--- src/rtl/wave_dac_gen_if.sv ---
// Configuration bus for wave_dac_gen.
// The control side drives it through the master modport; the generator samples it through the slave modport.
//   cfg_load   : 1-cycle pulse that captures the other cfg_* fields into the shadow registers
//   cfg_mode   : 0=square 1=ramp 2=triangle 3=DC
//   cfg_period : samples per waveform cycle (square/ramp/DC)
//   cfg_duty   : samples at the high level per cycle (square)
//   cfg_hi     : high level
//   cfg_lo     : low level
interface wave_dac_gen_if #(
  parameter int unsigned DATA_W = 8,
  parameter int unsigned CNT_W  = 32
);
  logic              cfg_load;
  logic [1:0]        cfg_mode;
  logic [CNT_W-1:0]  cfg_period;
  logic [CNT_W-1:0]  cfg_duty;
  logic [DATA_W-1:0] cfg_hi;
  logic [DATA_W-1:0] cfg_lo;

  modport master (output cfg_load, cfg_mode, cfg_period, cfg_duty, cfg_hi, cfg_lo);
  modport slave  (input  cfg_load, cfg_mode, cfg_period, cfg_duty, cfg_hi, cfg_lo);
endinterface

--- src/rtl/wave_dac_gen.sv ---
// Parametrised DAC waveform generator.
// Produces the DAC sample clock and a registered sample code.
// The code is a square, ramp, triangle or DC waveform, with levels and timing programmable at runtime.
//   sys_clk   : system clock
//   rst_n     : asynchronous, active-low reset
//   en        : run enable
//   cfg       : configuration bus (slave side), captured into shadow registers on cfg_load
//   DA_clk    : DAC sample clock, 50% duty, period 2*DA_DIV sys_clk
//   DA_digits : DAC code, updated only on the DA_clk falling edge (sample tick)
//   cyc_start : 1-cycle pulse with the sample that starts a waveform cycle
module wave_dac_gen #(
  parameter int unsigned        DATA_W     = 8,
  parameter int unsigned        CNT_W      = 32,
  parameter int unsigned        DA_DIV     = 5,
  parameter logic [CNT_W-1:0]   DEF_PERIOD = CNT_W'(100),
  parameter logic [CNT_W-1:0]   DEF_DUTY   = CNT_W'(50),
  parameter logic [DATA_W-1:0]  DEF_HI     = DATA_W'('hFF),
  parameter logic [DATA_W-1:0]  DEF_LO     = DATA_W'('h8F)
) (
  input  logic                sys_clk,
  input  logic                rst_n,
  input  logic                en,
  wave_dac_gen_if.slave       cfg,
  output logic                DA_clk,
  output logic [DATA_W-1:0]   DA_digits,
  output logic                cyc_start
);

  localparam int unsigned     DIV_W    = (DA_DIV > 1) ? $clog2(DA_DIV) : 1;
  localparam logic [DIV_W-1:0] DIV_LAST = DIV_W'(DA_DIV - 1);

  localparam logic [1:0] MODE_SQUARE = 2'd0;
  localparam logic [1:0] MODE_RAMP   = 2'd1;
  localparam logic [1:0] MODE_TRI    = 2'd2;
  localparam logic [1:0] MODE_DC     = 2'd3;

  localparam logic DIR_UP   = 1'b0;
  localparam logic DIR_DOWN = 1'b1;

  typedef struct packed {
    logic [1:0]        mode;
    logic [CNT_W-1:0]  period;
    logic [CNT_W-1:0]  duty;
    logic [DATA_W-1:0] hi;
    logic [DATA_W-1:0] lo;
  } cfg_t;

  localparam cfg_t DEF_CFG = '{mode: MODE_SQUARE, period: DEF_PERIOD, duty: DEF_DUTY,
                               hi: DEF_HI, lo: DEF_LO};

  logic [DIV_W-1:0] div_cnt;
  logic             tick;
  cfg_t             act, shd, cfg_in, out_cfg;
  logic             pending;
  logic [CNT_W-1:0] phase, nxt_phase, p_last;
  logic [DATA_W-1:0] span;
  logic             dir, nxt_dir;
  logic             run;
  logic             wrap, promote;

  // Sample code for phase n under configuration c. Ramp and triangle both
  // use phase as the offset above lo; ramp saturates at hi.
  function automatic logic [DATA_W-1:0] sample(input cfg_t c, input logic [CNT_W-1:0] n);
    logic [DATA_W-1:0] s;
    s = c.lo;
    case (c.mode)
      MODE_SQUARE: s = (n < c.duty) ? c.hi : c.lo;
      MODE_RAMP, MODE_TRI: begin
        if (c.hi > c.lo)
          s = (n > CNT_W'(c.hi - c.lo)) ? c.hi : c.lo + DATA_W'(n);
      end
      default: s = c.hi;
    endcase
    return s;
  endfunction

  assign tick = (div_cnt == DIV_LAST) && DA_clk;

  always_comb begin
    cfg_in = '{mode: cfg.cfg_mode, period: cfg.cfg_period, duty: cfg.cfg_duty,
               hi: cfg.cfg_hi, lo: cfg.cfg_lo};
    p_last    = (act.period == '0) ? '0 : act.period - 1'b1;
    span      = (act.hi > act.lo) ? act.hi - act.lo : '0;
    nxt_phase = phase + 1'b1;
    nxt_dir   = dir;
    wrap      = 1'b0;
    if (!run) begin
      // First tick after reset or re-enable emits the phase-0 sample.
      nxt_phase = '0;
      nxt_dir   = DIR_UP;
      wrap      = 1'b1;
    end else if (act.mode == MODE_TRI) begin
      // Triangle ignores period; the cycle boundary is the arrival back at lo.
      if (span == '0) begin
        nxt_phase = '0;
        wrap      = 1'b1;
      end else if (dir == DIR_UP) begin
        if (nxt_phase == CNT_W'(span)) nxt_dir = DIR_DOWN;
      end else begin
        nxt_phase = phase - 1'b1;
        if (nxt_phase == '0) begin
          nxt_dir = DIR_UP;
          wrap    = 1'b1;
        end
      end
    end else if (phase >= p_last) begin
      nxt_phase = '0;
      wrap      = 1'b1;
    end
    promote = pending && wrap;
    if (promote) nxt_dir = DIR_UP;
    // The phase-0 sample that coincides with promotion already uses the new config.
    out_cfg = promote ? shd : act;
  end

  always_ff @(posedge sys_clk or negedge rst_n) begin
    if (!rst_n) begin
      div_cnt   <= '0;
      DA_clk    <= 1'b0;
      DA_digits <= '0;
      cyc_start <= 1'b0;
      phase     <= '0;
      dir       <= DIR_UP;
      run       <= 1'b0;
      act       <= DEF_CFG;
      shd       <= DEF_CFG;
      pending   <= 1'b0;
    end else begin
      cyc_start <= 1'b0;

      if (div_cnt == DIV_LAST) begin
        div_cnt <= '0;
        DA_clk  <= ~DA_clk;
      end else begin
        div_cnt <= div_cnt + 1'b1;
      end

      if (!en) begin
        phase <= '0;
        dir   <= DIR_UP;
        run   <= 1'b0;
        if (tick) DA_digits <= act.lo;
        if (pending) act <= shd;
      end else if (tick) begin
        phase     <= nxt_phase;
        dir       <= nxt_dir;
        run       <= 1'b1;
        DA_digits <= sample(out_cfg, nxt_phase);
        cyc_start <= wrap;
        if (promote) act <= shd;
      end

      // A load coinciding with promotion refills the shadow and stays pending.
      if (cfg.cfg_load) begin
        shd     <= cfg_in;
        pending <= 1'b1;
      end else if (pending && (!en || (tick && wrap))) begin
        pending <= 1'b0;
      end
    end
  end

endmodule
--- src/flat_wrapper.sv ---
// flat-port wrapper written by rule: the top's interface ports become plain ports
module wave_dac_gen_flat 
#(
  parameter int unsigned        DATA_W     = 8,
  parameter int unsigned        CNT_W      = 32,
  parameter int unsigned        DA_DIV     = 5,
  parameter logic [CNT_W-1:0]   DEF_PERIOD = CNT_W'(100),
  parameter logic [CNT_W-1:0]   DEF_DUTY   = CNT_W'(50),
  parameter logic [DATA_W-1:0]  DEF_HI     = DATA_W'('hFF),
  parameter logic [DATA_W-1:0]  DEF_LO     = DATA_W'('h8F)
)
  (sys_clk, rst_n, en, DA_clk, DA_digits, cyc_start, cfg_cfg_load, cfg_cfg_mode, cfg_cfg_period, cfg_cfg_duty, cfg_cfg_hi, cfg_cfg_lo);
  wave_dac_gen_if #(.DATA_W(DATA_W), .CNT_W(CNT_W)) cfg_i ();
  input  logic sys_clk;
  input  logic rst_n;
  input  logic en;
  output logic DA_clk;
  output logic [DATA_W-1:0] DA_digits;
  output logic cyc_start;
  input wire logic [$bits(cfg_i.cfg_load)-1:0] cfg_cfg_load;
  input wire logic [$bits(cfg_i.cfg_mode)-1:0] cfg_cfg_mode;
  input wire logic [$bits(cfg_i.cfg_period)-1:0] cfg_cfg_period;
  input wire logic [$bits(cfg_i.cfg_duty)-1:0] cfg_cfg_duty;
  input wire logic [$bits(cfg_i.cfg_hi)-1:0] cfg_cfg_hi;
  input wire logic [$bits(cfg_i.cfg_lo)-1:0] cfg_cfg_lo;
  assign cfg_i.cfg_load = cfg_cfg_load;
  assign cfg_i.cfg_mode = cfg_cfg_mode;
  assign cfg_i.cfg_period = cfg_cfg_period;
  assign cfg_i.cfg_duty = cfg_cfg_duty;
  assign cfg_i.cfg_hi = cfg_cfg_hi;
  assign cfg_i.cfg_lo = cfg_cfg_lo;
  wave_dac_gen #(.DATA_W(DATA_W), .CNT_W(CNT_W), .DA_DIV(DA_DIV), .DEF_PERIOD(DEF_PERIOD), .DEF_DUTY(DEF_DUTY), .DEF_HI(DEF_HI), .DEF_LO(DEF_LO)) u_core (.sys_clk(sys_clk), .rst_n(rst_n), .en(en), .cfg(cfg_i), .DA_clk(DA_clk), .DA_digits(DA_digits), .cyc_start(cyc_start));
endmodule
--- config.mk ---
export PLATFORM = sky130hd
export DESIGN_NAME = wave_dac_gen_flat
export DESIGN_NICKNAME = d
export VERILOG_FILES = /design/src/rtl/wave_dac_gen_if.sv /design/src/rtl/wave_dac_gen.sv /design/src/flat_wrapper.sv
export SDC_FILE = /design/constraint.sdc
export NUM_CORES = 1
export LEC_CHECK = 0
export ABC_CLOCK_PERIOD_IN_PS = 10310
export CAP_MARGIN = 40
export CORE_MARGIN = 5
export CORE_UTILIZATION = 40
export DETAILED_ROUTE_END_ITERATION = 8
export PLACE_DENSITY = 0.62
export RECOVER_POWER = 25
export SLEW_MARGIN = 10
export SYNTH_ARGS = -nofsm -noshare
export SYNTH_HDL_FRONTEND = slang
export SYNTH_SLANG_ARGS = --single-unit
--- constraint.sdc ---
create_clock -name sys_clk -period 10.31 [get_ports sys_clk]
set_clock_uncertainty 0.2 [all_clocks]
set_input_delay 1.031 -clock sys_clk [delete_from_list [all_inputs] [get_ports sys_clk]]
set_output_delay 1.031 -clock sys_clk [all_outputs]
set_load 0.02 [all_outputs]
==> flow_summary.ini <==
[drt]
drt_pass1_iterations = 5
antenna_left = 0
wl_per_cell_um = 19.4
via_per_inst = 5.69
routed_wl_um = 43900
via_count = 12800
drtIter0Drc = 798
drc = 0

[cts]
cts_tree = done
cts_root_buffer = clkbuf_16
cts_buffer_depth = 3
cts.reportedPaths.clkPinSlew_ps = 60
htreeDepth = 1
clock_latency_ps = 550
postCtsHoldBufs = 0
cts_buffers = 27
clkSinkCount = 212

[global_route]
grt_use_total_pct = 19.9
grt_max_degree = 71
grt_busiest_layer = met2
grt_overflow_total = 0
use_met1_pct = 26.9
grtUsageMet2_pct = 33.7
grt_pass1_wl_um = 71300
grt_pass1_vias = 12900
use_met3_pct = 2.51
antenna_found_initial = 0

[job]
maxCapViolCount = 1

[worst_setup_path]
required_ps = 10550
crit_family = simple AND/OR/NAND/NOR gates
startpoint_type = flip-flop
max_stage_delay_ps = 600
arrival_ps = 9880
crit_path_end_kind = flip-flop
cp_num_cells = 39
path_buf_inv = 3
worstPathMaxFanout = 24
path_common_cell = ha_1
cpMaxStageDelayCell = or4_1
ff2ff_path_depth = 39
r2r_slack_ps = 670
path_class = flip-flop to flip-flop

[floorplan]
die_w_um = 207
core_area_um2 = 38600
die_area_um2 = 42900
fp-row-count = 72
chipHeight_um = 207
initial_utilization_pct = 40.3
ios = 96

[cells_and_area]
final_util_pct = 46.8
syn_to_final_growth_pct = 16.0
diodes = 0
nets = 1931
layout-drive-gt1-share_pct = 18.2
stdcell_count = 2257

[synth]
yosysMostFrequentCell = dfrtp_1
synthCells = 1655
synthTopCellsByCount = 174 x dfrtp_1, 167 x nand2_1, 166 x mux2_2
synth_area_leader_cell = dfrtp_1
syn_nets = 1867
synth_area_um2 = 15600
synth_top_area_share_pct = 28.0
synth_flop_cell = dfrtp_1
ys_seq_area_share_pct = 34.4
yosys_warnings = 0
async_flop_share_pct = 100
ys_types = 79
synth.area.top_cells = dfrtp_1 28%, mux2_2 12%, ha_1 10%
synth-edff-count = 0
syn_area_per_cell_um2 = 9.40
ys_seq_elements = 212

[sta]
fin_tns_setup_ps = 0
slew_headroom_pct = -150
fmaxAchievable_mhz = 104
slew_violations = 71
finalHoldViolCount = 0
post-route-period-util_pct = 93.5
setup_violations = 0
fin_crit_ps = 9640
rsz0062_at_grt = false
holdWs_ps = 265
tightest_slew_ps = 3750

[hold_path]
hold_depth = 1
worstHoldPathType = flip-flop to flip-flop

[placement]
dp_hpwl_um = 32600
place_inst = 2207
gp_congestion = 0.926
port-buffer-count = 95

[status]
violations = max-capacitance violations, max-slew violations
status = finished, violations left

[power_and_ir_drop]
p_leak_uw = 0.00783
ir_drop_mv = 0.126
p_per_area_nw_per_um2 = 157
==> cell families after synthesis <==
family	share of synthesized area, %
flops	34.4
fa+ha+maj	10.7
xor+xnor	5.29
simple gates	17.4
buf+inv	3.64
mux	15.3
compound gates	13.2
==> registers in the layout, summed over array words and instances, names as in the netlist <==
signal / count
u_core.DA_digits: 8
u_core.act: 82
u_core.dir: 1
u_core.phase: 32
u_core.DA_clk: 1
u_core.div_cnt: 3
u_core.run: 1
u_core.pending: 1
u_core.shd: 82
u_core.cyc_start: 1
==> power by group <==
group,switching [uW],internal (uW)
Sequential,102,956
Clock,383,611
Combinational,423,363
Total,908,1930
==> repair_timing <==
item,CTS,global route
resized for setup,0,10
hold endpoints to repair,0,0
setup buffers,0,0
endpoints found under the setup margin,0,8
==> area by class of cell <==
type	count	area [um^2]
fill	3805	20500
multi-input combinational	1300	9700
sequential	212	5350
timing repair buffer	125	1210
clock buffer	33	738
tap	518	648
clock inverter	16	208
inverter	53	199
==> stage by stage <==
stage / worst slack [ps] / total power, uW / cell area (um^2)
floorplan: 453 / 1580 / 15600
global placement: 529 / 1820 / 17000
detailed placement: 311 / 1850 / 17000
CTS: 262 / 2860 / 18000
global route: 23.4 / 3000 / 18100
finish: 672 / 2840 / 18100
==> routing by layer <==
layer	part of all wire, %	up-vias	wire, um
met2	47	271	20700
li1	-	6164	-
met4	3.1	0	1370
met3	4.2	79	1860
met1	45	6321	19900
met5	0	-	0
==> worst register-to-register path: cells and delay by family, from the launching register on <==
| kind | cells | cell delay (ps) |
|---|---|---|
| AOI/OAI and AO/OA | 9 | 1870 |
| adders and majority gates | 5 | 1490 |
| DFF | 1 | 430 |
| and+or+nand+nor | 19 | 4150 |
| buffers and inverters | 3 | 550 |
| xor gates and xnor gates | 1 | 170 |
| muxes | 2 | 680 |
==> placed cells by master (no fill, tap or decap), types with 13 or more instances in the layout <==
master	netlist	final
nor2b_1	19	19
o21ai_0	63	62
a211oi_1	14	13
mux2_2	166	166
buf_4	1	25
and3_1	17	17
mux2i_1	50	49
clkbuf_16	0	27
nand2_1	167	166
a31oi_1	16	16
dfrtp_1	174	174
xor2_1	44	44
nor4_1	24	21
xnor2_1	50	50
nand4_1	30	30
dfstp_2	38	38
o211ai_1	13	13
ha_1	124	124
nor3_1	51	49
a21oi_1	74	74
nand3_1	37	37
a21o_1	22	22
a21boi_0	27	27
inv_1	53	53
clkdlybuf4s50_1	0	93
nor2_1	114	114
==> final timing paths <==
check / from / end
min reg2reg: u_core.div_cnt[0] / u_core.div_cnt[0]
max reg2reg: u_core.act[57] / u_core.DA_digits[6]
min: u_core.div_cnt[0] / u_core.div_cnt[0]
max in group asynchronous: rst_n / u_core.act[20]
min in group asynchronous: rst_n / u_core.shd[49]
max: u_core.act[57] / u_core.DA_digits[6]
(Power assumes the default switching activity.)
